===== config.mk =====
export PLATFORM = sky130hd
export DESIGN_NAME = mem_wb_skid_flat
export DESIGN_NICKNAME = d
export VERILOG_FILES = /design/src/rtl/mem_wb_skid_if.sv /design/src/rtl/mem_wb_skid.sv /design/src/flat_wrapper.sv
export SDC_FILE = /design/constraint.sdc
export NUM_CORES = 1
export LEC_CHECK = 0
export BUFFER_PORTS_ARGS = -buffer_cell sky130_fd_sc_hd__buf_2
export CORE_MARGIN = 3
export CORE_UTILIZATION = 59
export DETAILED_ROUTE_END_ITERATION = 16
export HOLD_SLACK_MARGIN = 0.1
export PLACE_DENSITY = 0.87
export SYNTH_ARGS = -nofsm -noshare
export SYNTH_HDL_FRONTEND = slang
export SYNTH_SLANG_ARGS = --single-unit

===== constraint.sdc =====
create_clock -name clk -period 4.9 [get_ports clk]
set_input_delay 0.98 -clock clk [delete_from_list [all_inputs] [get_ports clk]]
set_output_delay 0.98 -clock clk [all_outputs]
set_load 0.05 [all_outputs]

===== src/rtl/mem_wb_skid_if.sv =====
// MEM->WB stage bus: MEM-side capture signals, WB-side delivery signals and both handshakes.
// master = the surrounding pipeline (MEM producer plus WB consumer); slave = the stage itself.
interface mem_wb_skid_if #(
  parameter int D_WIDTH = 32,
  parameter int RF_SIZE = 5
);
  logic               in_valid;
  logic               in_ready;
  logic [D_WIDTH-1:0] alu_out_mem;
  logic [D_WIDTH-1:0] r_data_mem;
  logic [RF_SIZE-1:0] rd_mem;
  logic               reg_write_mem;
  logic               mem_to_reg_mem;
  logic [2:0]         load_fmt_mem;

  logic               out_valid;
  logic               out_ready;
  logic [D_WIDTH-1:0] alu_out_wb;
  logic [D_WIDTH-1:0] mem_data_wb;
  logic [D_WIDTH-1:0] wb_data_wb;
  logic [RF_SIZE-1:0] rd_wb;
  logic               reg_write_wb;
  logic               mem_to_reg_wb;

  modport master (
    output in_valid, alu_out_mem, r_data_mem, rd_mem, reg_write_mem,
           mem_to_reg_mem, load_fmt_mem, out_ready,
    input  in_ready, out_valid, alu_out_wb, mem_data_wb, wb_data_wb,
           rd_wb, reg_write_wb, mem_to_reg_wb
  );

  modport slave (
    input  in_valid, alu_out_mem, r_data_mem, rd_mem, reg_write_mem,
           mem_to_reg_mem, load_fmt_mem, out_ready,
    output in_ready, out_valid, alu_out_wb, mem_data_wb, wb_data_wb,
           rd_wb, reg_write_wb, mem_to_reg_wb
  );
endinterface


===== src/rtl/mem_wb_skid.sv =====
// MEM->WB pipeline register with a 2-entry skid buffer (MAIN drives WB, SKID absorbs
// the entry that arrives while WB stalls). Load data is formatted as it is captured.
module mem_wb_skid #(
  parameter int D_WIDTH = 32,
  parameter int RF_SIZE = 5
) (
  input  logic          clk,
  input  logic          rst_n,
  input  logic          flush,
  mem_wb_skid_if.slave  bus
);

  typedef enum logic [2:0] {
    FMT_LB  = 3'd0,
    FMT_LH  = 3'd1,
    FMT_LW  = 3'd2,
    FMT_LBU = 3'd4,
    FMT_LHU = 3'd5
  } load_fmt_e;

  typedef enum logic [1:0] {
    EMPTY = 2'd0,
    ONE   = 2'd1,
    FULL  = 2'd2
  } state_e;

  typedef struct packed {
    logic [D_WIDTH-1:0] alu_out;
    logic [D_WIDTH-1:0] mem_data;
    logic [RF_SIZE-1:0] rd;
    logic               reg_write;
    logic               mem_to_reg;
  } entry_t;

  // Lane selection works on the low word only; a misaligned halfword still
  // uses lane addr[1] and never traps.
  function automatic logic [D_WIDTH-1:0] format_load(
    input logic [2:0]         fmt,
    input logic [1:0]         lane,
    input logic [D_WIDTH-1:0] word
  );
    logic [7:0]  byte_sel;
    logic [15:0] half_sel;
    case (lane)
      2'd0:    byte_sel = word[7:0];
      2'd1:    byte_sel = word[15:8];
      2'd2:    byte_sel = word[23:16];
      default: byte_sel = word[31:24];
    endcase
    half_sel = lane[1] ? word[31:16] : word[15:0];
    case (fmt)
      FMT_LB:  return {{(D_WIDTH-8){byte_sel[7]}}, byte_sel};
      FMT_LH:  return {{(D_WIDTH-16){half_sel[15]}}, half_sel};
      FMT_LBU: return {{(D_WIDTH-8){1'b0}}, byte_sel};
      FMT_LHU: return {{(D_WIDTH-16){1'b0}}, half_sel};
      default: return word;
    endcase
  endfunction

  state_e state, state_next;
  logic   in_ready_q;
  entry_t main_q, skid_q, in_entry;
  logic   out_valid;
  logic   accept, consume;
  logic   load_main_in, load_main_skid, load_skid;

  assign in_entry = '{
    alu_out:    bus.alu_out_mem,
    mem_data:   format_load(bus.load_fmt_mem, bus.alu_out_mem[1:0], bus.r_data_mem),
    rd:         bus.rd_mem,
    reg_write:  bus.reg_write_mem,
    mem_to_reg: bus.mem_to_reg_mem
  };

  assign out_valid = (state != EMPTY);
  assign accept    = bus.in_valid & in_ready_q;
  assign consume   = out_valid & bus.out_ready;

  always_comb begin
    // NOTE: every output of this block gets a default first so no path leaves a latch.
    state_next     = state;
    load_main_in   = 1'b0;
    load_main_skid = 1'b0;
    load_skid      = 1'b0;
    if (flush) begin
      state_next = EMPTY;
    end else begin
      case (state)
        EMPTY: begin
          if (accept) begin
            state_next   = ONE;
            load_main_in = 1'b1;
          end
        end
        ONE: begin
          case ({accept, consume})
            2'b10: begin
              state_next = FULL;
              load_skid  = 1'b1;
            end
            2'b01:   state_next   = EMPTY;
            2'b11:   load_main_in = 1'b1;
            default: ;
          endcase
        end
        FULL: begin
          if (consume) begin
            state_next     = ONE;
            load_main_skid = 1'b1;
          end
        end
        default: state_next = EMPTY;
      endcase
    end
  end

  // in_ready comes straight from a flop: it is low in FULL, so no accept can
  // ever race a full buffer.
  always_ff @(posedge clk or negedge rst_n) begin
    // NOTE: sequential state uses non-blocking assignments so every flop samples pre-edge values.
    if (!rst_n) begin
      state      <= EMPTY;
      in_ready_q <= 1'b0;
    end else begin
      state      <= state_next;
      in_ready_q <= (state_next != FULL);
    end
  end

  always_ff @(posedge clk or negedge rst_n) begin
    // NOTE: the entry registers are reset because they drive the WB outputs, which must read zero in reset.
    if (!rst_n) begin
      main_q <= '0;
      skid_q <= '0;
    end else begin
      if (load_main_in) begin
        main_q <= in_entry;
      end else if (load_main_skid) begin
        main_q <= skid_q;
      end
      if (load_skid) begin
        skid_q <= in_entry;
      end
    end
  end

  assign bus.in_ready      = in_ready_q;
  assign bus.out_valid     = out_valid;
  assign bus.alu_out_wb    = main_q.alu_out;
  assign bus.mem_data_wb   = main_q.mem_data;
  assign bus.wb_data_wb    = main_q.mem_to_reg ? main_q.mem_data : main_q.alu_out;
  assign bus.rd_wb         = main_q.rd;
  assign bus.mem_to_reg_wb = main_q.mem_to_reg;
  assign bus.reg_write_wb  = out_valid & main_q.reg_write & (|main_q.rd);

endmodule

===== src/flat_wrapper.sv =====
// flat-port wrapper written by rule: the top's interface ports become plain ports
module mem_wb_skid_flat 
#(
  parameter int D_WIDTH = 32,
  parameter int RF_SIZE = 5
)
  (clk, rst_n, flush, bus_in_valid, bus_alu_out_mem, bus_r_data_mem, bus_rd_mem, bus_reg_write_mem, bus_mem_to_reg_mem, bus_load_fmt_mem, bus_out_ready, bus_in_ready, bus_out_valid, bus_alu_out_wb, bus_mem_data_wb, bus_wb_data_wb, bus_rd_wb, bus_reg_write_wb, bus_mem_to_reg_wb);
  mem_wb_skid_if #(.D_WIDTH(D_WIDTH), .RF_SIZE(RF_SIZE)) bus_i ();
  input  logic clk;
  input  logic rst_n;
  input  logic flush;
  input wire logic [$bits(bus_i.in_valid)-1:0] bus_in_valid;
  input wire logic [$bits(bus_i.alu_out_mem)-1:0] bus_alu_out_mem;
  input wire logic [$bits(bus_i.r_data_mem)-1:0] bus_r_data_mem;
  input wire logic [$bits(bus_i.rd_mem)-1:0] bus_rd_mem;
  input wire logic [$bits(bus_i.reg_write_mem)-1:0] bus_reg_write_mem;
  input wire logic [$bits(bus_i.mem_to_reg_mem)-1:0] bus_mem_to_reg_mem;
  input wire logic [$bits(bus_i.load_fmt_mem)-1:0] bus_load_fmt_mem;
  input wire logic [$bits(bus_i.out_ready)-1:0] bus_out_ready;
  output wire logic [$bits(bus_i.in_ready)-1:0] bus_in_ready;
  output wire logic [$bits(bus_i.out_valid)-1:0] bus_out_valid;
  output wire logic [$bits(bus_i.alu_out_wb)-1:0] bus_alu_out_wb;
  output wire logic [$bits(bus_i.mem_data_wb)-1:0] bus_mem_data_wb;
  output wire logic [$bits(bus_i.wb_data_wb)-1:0] bus_wb_data_wb;
  output wire logic [$bits(bus_i.rd_wb)-1:0] bus_rd_wb;
  output wire logic [$bits(bus_i.reg_write_wb)-1:0] bus_reg_write_wb;
  output wire logic [$bits(bus_i.mem_to_reg_wb)-1:0] bus_mem_to_reg_wb;
  assign bus_i.in_valid = bus_in_valid;
  assign bus_i.alu_out_mem = bus_alu_out_mem;
  assign bus_i.r_data_mem = bus_r_data_mem;
  assign bus_i.rd_mem = bus_rd_mem;
  assign bus_i.reg_write_mem = bus_reg_write_mem;
  assign bus_i.mem_to_reg_mem = bus_mem_to_reg_mem;
  assign bus_i.load_fmt_mem = bus_load_fmt_mem;
  assign bus_i.out_ready = bus_out_ready;
  assign bus_in_ready = bus_i.in_ready;
  assign bus_out_valid = bus_i.out_valid;
  assign bus_alu_out_wb = bus_i.alu_out_wb;
  assign bus_mem_data_wb = bus_i.mem_data_wb;
  assign bus_wb_data_wb = bus_i.wb_data_wb;
  assign bus_rd_wb = bus_i.rd_wb;
  assign bus_reg_write_wb = bus_i.reg_write_wb;
  assign bus_mem_to_reg_wb = bus_i.mem_to_reg_wb;
  mem_wb_skid #(.D_WIDTH(D_WIDTH), .RF_SIZE(RF_SIZE)) u_core (.clk(clk), .rst_n(rst_n), .flush(flush), .bus(bus_i));
endmodule

Word-level counts from Yosys, hierarchy flattened
Cells that the tools add are included.

word-level totals
  word-level logic and storage cells = 54
  bits of input ports = 79
  register bits after elaboration = 145

operators by class
  multiplexer cells = 21
  reductions and logical operators = 6
  bitwise gates (word level) = 4
  equality and inequality tests = 11

operators with widths
  cell                  number
  $mux W71              2
  $pmux W32 S4          1
  $mux W32              1
  $pmux W8 S3           1
  $mux W16              1
  $mux W1               9
  $eq A2 B2 Y1 const B  4
  $eq A2 B1 Y1 const B  3
  $eq A3 B3 Y1 const B  2
  $mux W2               3
  $pmux W2 S3           1
  $reduce_or A5 Y1      1
  $and A1 B1 Y1         4
  $logic_not A2 Y1      2
  $pmux W2 S2           1
  $reduce_bool A2 Y1    2
  $eq A3 B1 Y1 const B  1
  $logic_not A3 Y1      1
  $ne A2 B2 Y1 const B  1
  $pmux W1 S2           1

Logic depth before layout (Yosys ltp)
  depth in word-level cells = 7
  depth in mapped cells = 7
  depth with buffers taken out = 4

Worst setup path before layout
Ideal clock, no wire load.

  kind = register -> output
  start = register u_core.main_q, in the netlist u_core.bus.mem_to_reg_wb
  end = output bus_wb_data_wb[10]
  stages on the path, launching flop included = 4
  slack = 2.204 ns
  data arrival time = 1.716 ns
  path buffers = 2
  cell sequence = dfrtp_1 -> clkbuf_1 -> clkbuf_1 -> mux2_2

between the ends
  longest elaborated chain between the ends = 1

RTL lines
  what                      line                text
  start: declaration        mem_wb_skid.sv:62   entry_t main_q, skid_q, in_entry;
  start signal: assignment  mem_wb_skid.sv:137  main_q <= in_entry;
  start signal: assignment  mem_wb_skid.sv:139  main_q <= skid_q;
  $mux W32                  mem_wb_skid.sv:151  assign bus.wb_data_wb = main_q.mem_to_reg ? main_q.mem_data : main_q.alu_out;
  end: declaration          flat_wrapper.sv:24  output wire logic [$bits(bus_i.wb_data_wb)-1:0] bus_wb_data_wb;

No other way between the ends.

Worst setup path after layout
  start = register u_core.main_q, in the netlist u_core.bus.mem_to_reg_wb
  end = output bus_wb_data_wb[9]

Same word-level chain as after synthesis.

==> flow_summary.ini <==
[cells_and_area]
fill_cells = 994
final-instance-count-excl-fill = 1085
register_area_sq_um = 3630
area_growth_pct = 12.80
final_util_pct = 68.63
fin_nets = 976
layout_commonest_cell = nand2_1
drive_gt1_share_pct = 28.90
final_cell_mix = 235 x nand2_1, 182 x buf_2, 144 x dfrtp_1
multi_input_area_sq_um = 3293

[synthesis]
yosysSeqAreaShare_pct = 46.69
synth_flop_cell = dfrtp_1
syn_avg_cell_area_sq_um = 9.512
yosys.area.top_type = dfrtp_1
synth_top_cell_area_share_pct = 46.69
synth-edff-count = 0
syn_inst = 817
async_flop_share_pct = 100.0
ys_types = 40
synth-seq-cells = 145
synth_nets = 896
netlist_area_sq_um = 7771
yosys-top-cells-area = dfrtp_1 47%, nand2_1 11%, mux2i_1 8.0%
yosys_warnings = 0

[critical_path]
crit_path_top_delay_cell = dfrtp_2
max_stage_delay_ns = 0.92
path_buf_inv = 1
path_cells = mux2_2 -> buf_2
cp-start-kind = flip-flop
worst-endpoint-required_ns = 3.92
crit_arrival_ns = 2.00
critPathMaxFanout = 34
cp-end-kind = primary output
path_class = flip-flop to primary output
crit_family = flip-flops

[timing]
min_period_ns = 2.982
setup_viol = 0
skew_ns = 0.004513
slew_violations = 0
rsz0062_at_grt = false
finalCritPeriodShare_pct = 60.86
max_freq_mhz = 335.3
worstMarginPinSlew_ns = 1.095
finalHoldViolCount = 0
fin_setup_tns_ns = 0
slew_headroom_pct = 26.97
setup_slack_ns = 1.918

[placed_design]
placed_cells = 1050
gp_congestion = 0.8241
preCtsSetupSlack_ns = 1.795
io_buffer_count = 183
dpl.hpwl_um = 12730

[floorplan]
core_sq_um = 12770
num_rows = 41
die_w_um = 120.8
start_util_pct = 60.84
die_h_um = 120.8
ios = 184
dieArea_sq_um = 14580

[power]
p_comb_share_pct = 32.3
total_power_w = 0.004570
power_density_nw_per_um2 = 521.3
switching_share_pct = 38.57
leakage_nw = 4.113
p_int_w = 0.002807
power_frac_clock_pct = 30.3
switching_power_w = 0.001763
vdd_drop_max_v = 0.0003723
p_seq_share_pct = 37.4

[global_route]
track_usage_pct = 27.04
grt_max_degree = 116
antenna_found_initial = 2
grt_first_pass_wirelength_um = 30820
overflow = 0
grt_pass1_vias = 5836

[run]
drv_cap = 0

[drt]
routedWlPerCell_um = 18.18
vias_per_cell = 5.780
num_vias = 6271
ant_nets = 0
drt-initial-drc-count = 588
routed_wirelength_um = 19720
drtPass1Iterations = 6
drc = 0

[clocking]
path_clk_slew_ns = 0.06
clock_path_buffers = 2
cts_hold_buf = 0
cts-resized-gates = 0
numCtsBuffers = 17
h-tree-depth = 4
clk_latency_ns = 0.42
clock_sink_count = 145
cts_tree = yes
cts_setup_buffers = 0
root_buffer = clkbuf_16

[worst_hold_path]
hp-class = flip-flop to flip-flop

[status]
status = completed
-- power by group through the flow --
| stage | Sequential, W | Clock (W) | Combinational [W] |
|---|---|---|---|
| 2_1_floorplan | 0.00163 | 0 | 0.00134 |
| 3_3_place_gp | 0.00171 | 0 | 0.00144 |
| 3_5_place_dp | 0.00172 | 0 | 0.00147 |
| 4_1_cts | 0.00170 | 0.00140 | 0.00148 |
| 5_1_grt | 0.00174 | 0.00146 | 0.00157 |
| 6_report | 0.00171 | 0.00139 | 0.00148 |
-- worst reg2reg max path, cell delays in order, from the launching register on --
cell and delay, ns:
dfrtp_1 0.55, and4bb_4 0.81, buf_4 0.43, mux2i_1 0.23, nand2_1 0.08, a22o_1 0.28
-- sequential cells by signal, summed over array words and instances, names as in the netlist --
signal	cells
u_core.bus.mem_to_reg_wb	1
u_core.bus.rd_wb	5
u_core.state	2
u_core.main_q	1
u_core.skid_q	71
u_core.bus.alu_out_wb	32
u_core.bus.in_ready	1
u_core.bus.mem_data_wb	32
-- kinds of logic (layout without fill, tap and decap cells) --
kind of cell | count (synthesis) | after routing | share of synthesized area, %
multiplexers | 94 | 94 | 12.62
other | 0 | 3 | 0
flip-flops | 145 | 145 | 46.69
AO/OA/AOI/OAI | 134 | 134 | 11.51
XOR/XNOR | 1 | 1 | 0.1127
buffers and inverters | 132 | 225 | 11.14
AND/OR/NAND/NOR | 311 | 311 | 17.92
-- stage by stage --
step                area, sq um  hold WS [ns]
global placement           8120        0.4565
finish                     8766        0.4764
CTS                        8758        0.4762
floorplan                  7771        0.4443
detailed placement         8120        0.4622
global route               8761        0.4944
-- layout make-up --
class	instances	share of cell area [%]
Antenna cell	3	0.08564
Clock buffer	21	5.481
Clock inverter	11	1.798
Inverter	4	0.1713
Multi-Input combinational cell	540	37.57
Sequential cell	145	41.41
Tap cell	172	2.455
Timing Repair Buffer	189	11.03
-- synth_stat cells (all sizes together) (2+ instances only) --
master	instances
a211oi	9
a21oi	10
a22o	7
a41oi	2
and2	7
buf	107
clkbuf	21
dfrtp	145
inv	4
mux2	32
mux2i	62
nand2	235
nand2b	13
nand3	22
nand3b	8
nor2	3
nor2b	11
nor3b	2
nor4b	2
o211ai	37
o21ai	49
o221ai	14
o22ai	2
or2	3
or4	2
-- final timing paths --
kind / startpoint / endpoint / slack, ns / cells past startpoint
worst max-delay path: u_core.bus.mem_to_reg_wb$_DFFE_PN0P_ / bus_wb_data_wb[9] / 1.92 / 2
worst min-delay path: u_core.skid_q[5]$_DFFE_PN0P_ / u_core.skid_q[5]$_DFFE_PN0P_ / 0.48 / 2
worst max register to register: u_core.state[1]$_DFF_PN0_ / u_core.bus.mem_data_wb[13]$_DFFE_PN0P_ / 2.43 / 5
worst min register to register: u_core.skid_q[5]$_DFFE_PN0P_ / u_core.skid_q[5]$_DFFE_PN0P_ / 0.48 / 2
max in group asynchronous: rst_n / u_core.skid_q[70]$_DFFE_PN0P_ / 3.29 / 2
min in group asynchronous: rst_n / u_core.bus.alu_out_wb[5]$_DFFE_PN0P_ / 0.63 / 1
-- metal layers --
metal  global-route usage, %  up-vias  wire length (um)
met5                       0        -                 7
met4                   11.97        2               680
met3                   8.746       54              1623
met2                   40.38      283              9065
met1                   36.24     3034              8343
li1                        -     2898                 -
Note: power is estimated with default switching activity, not from simulation.
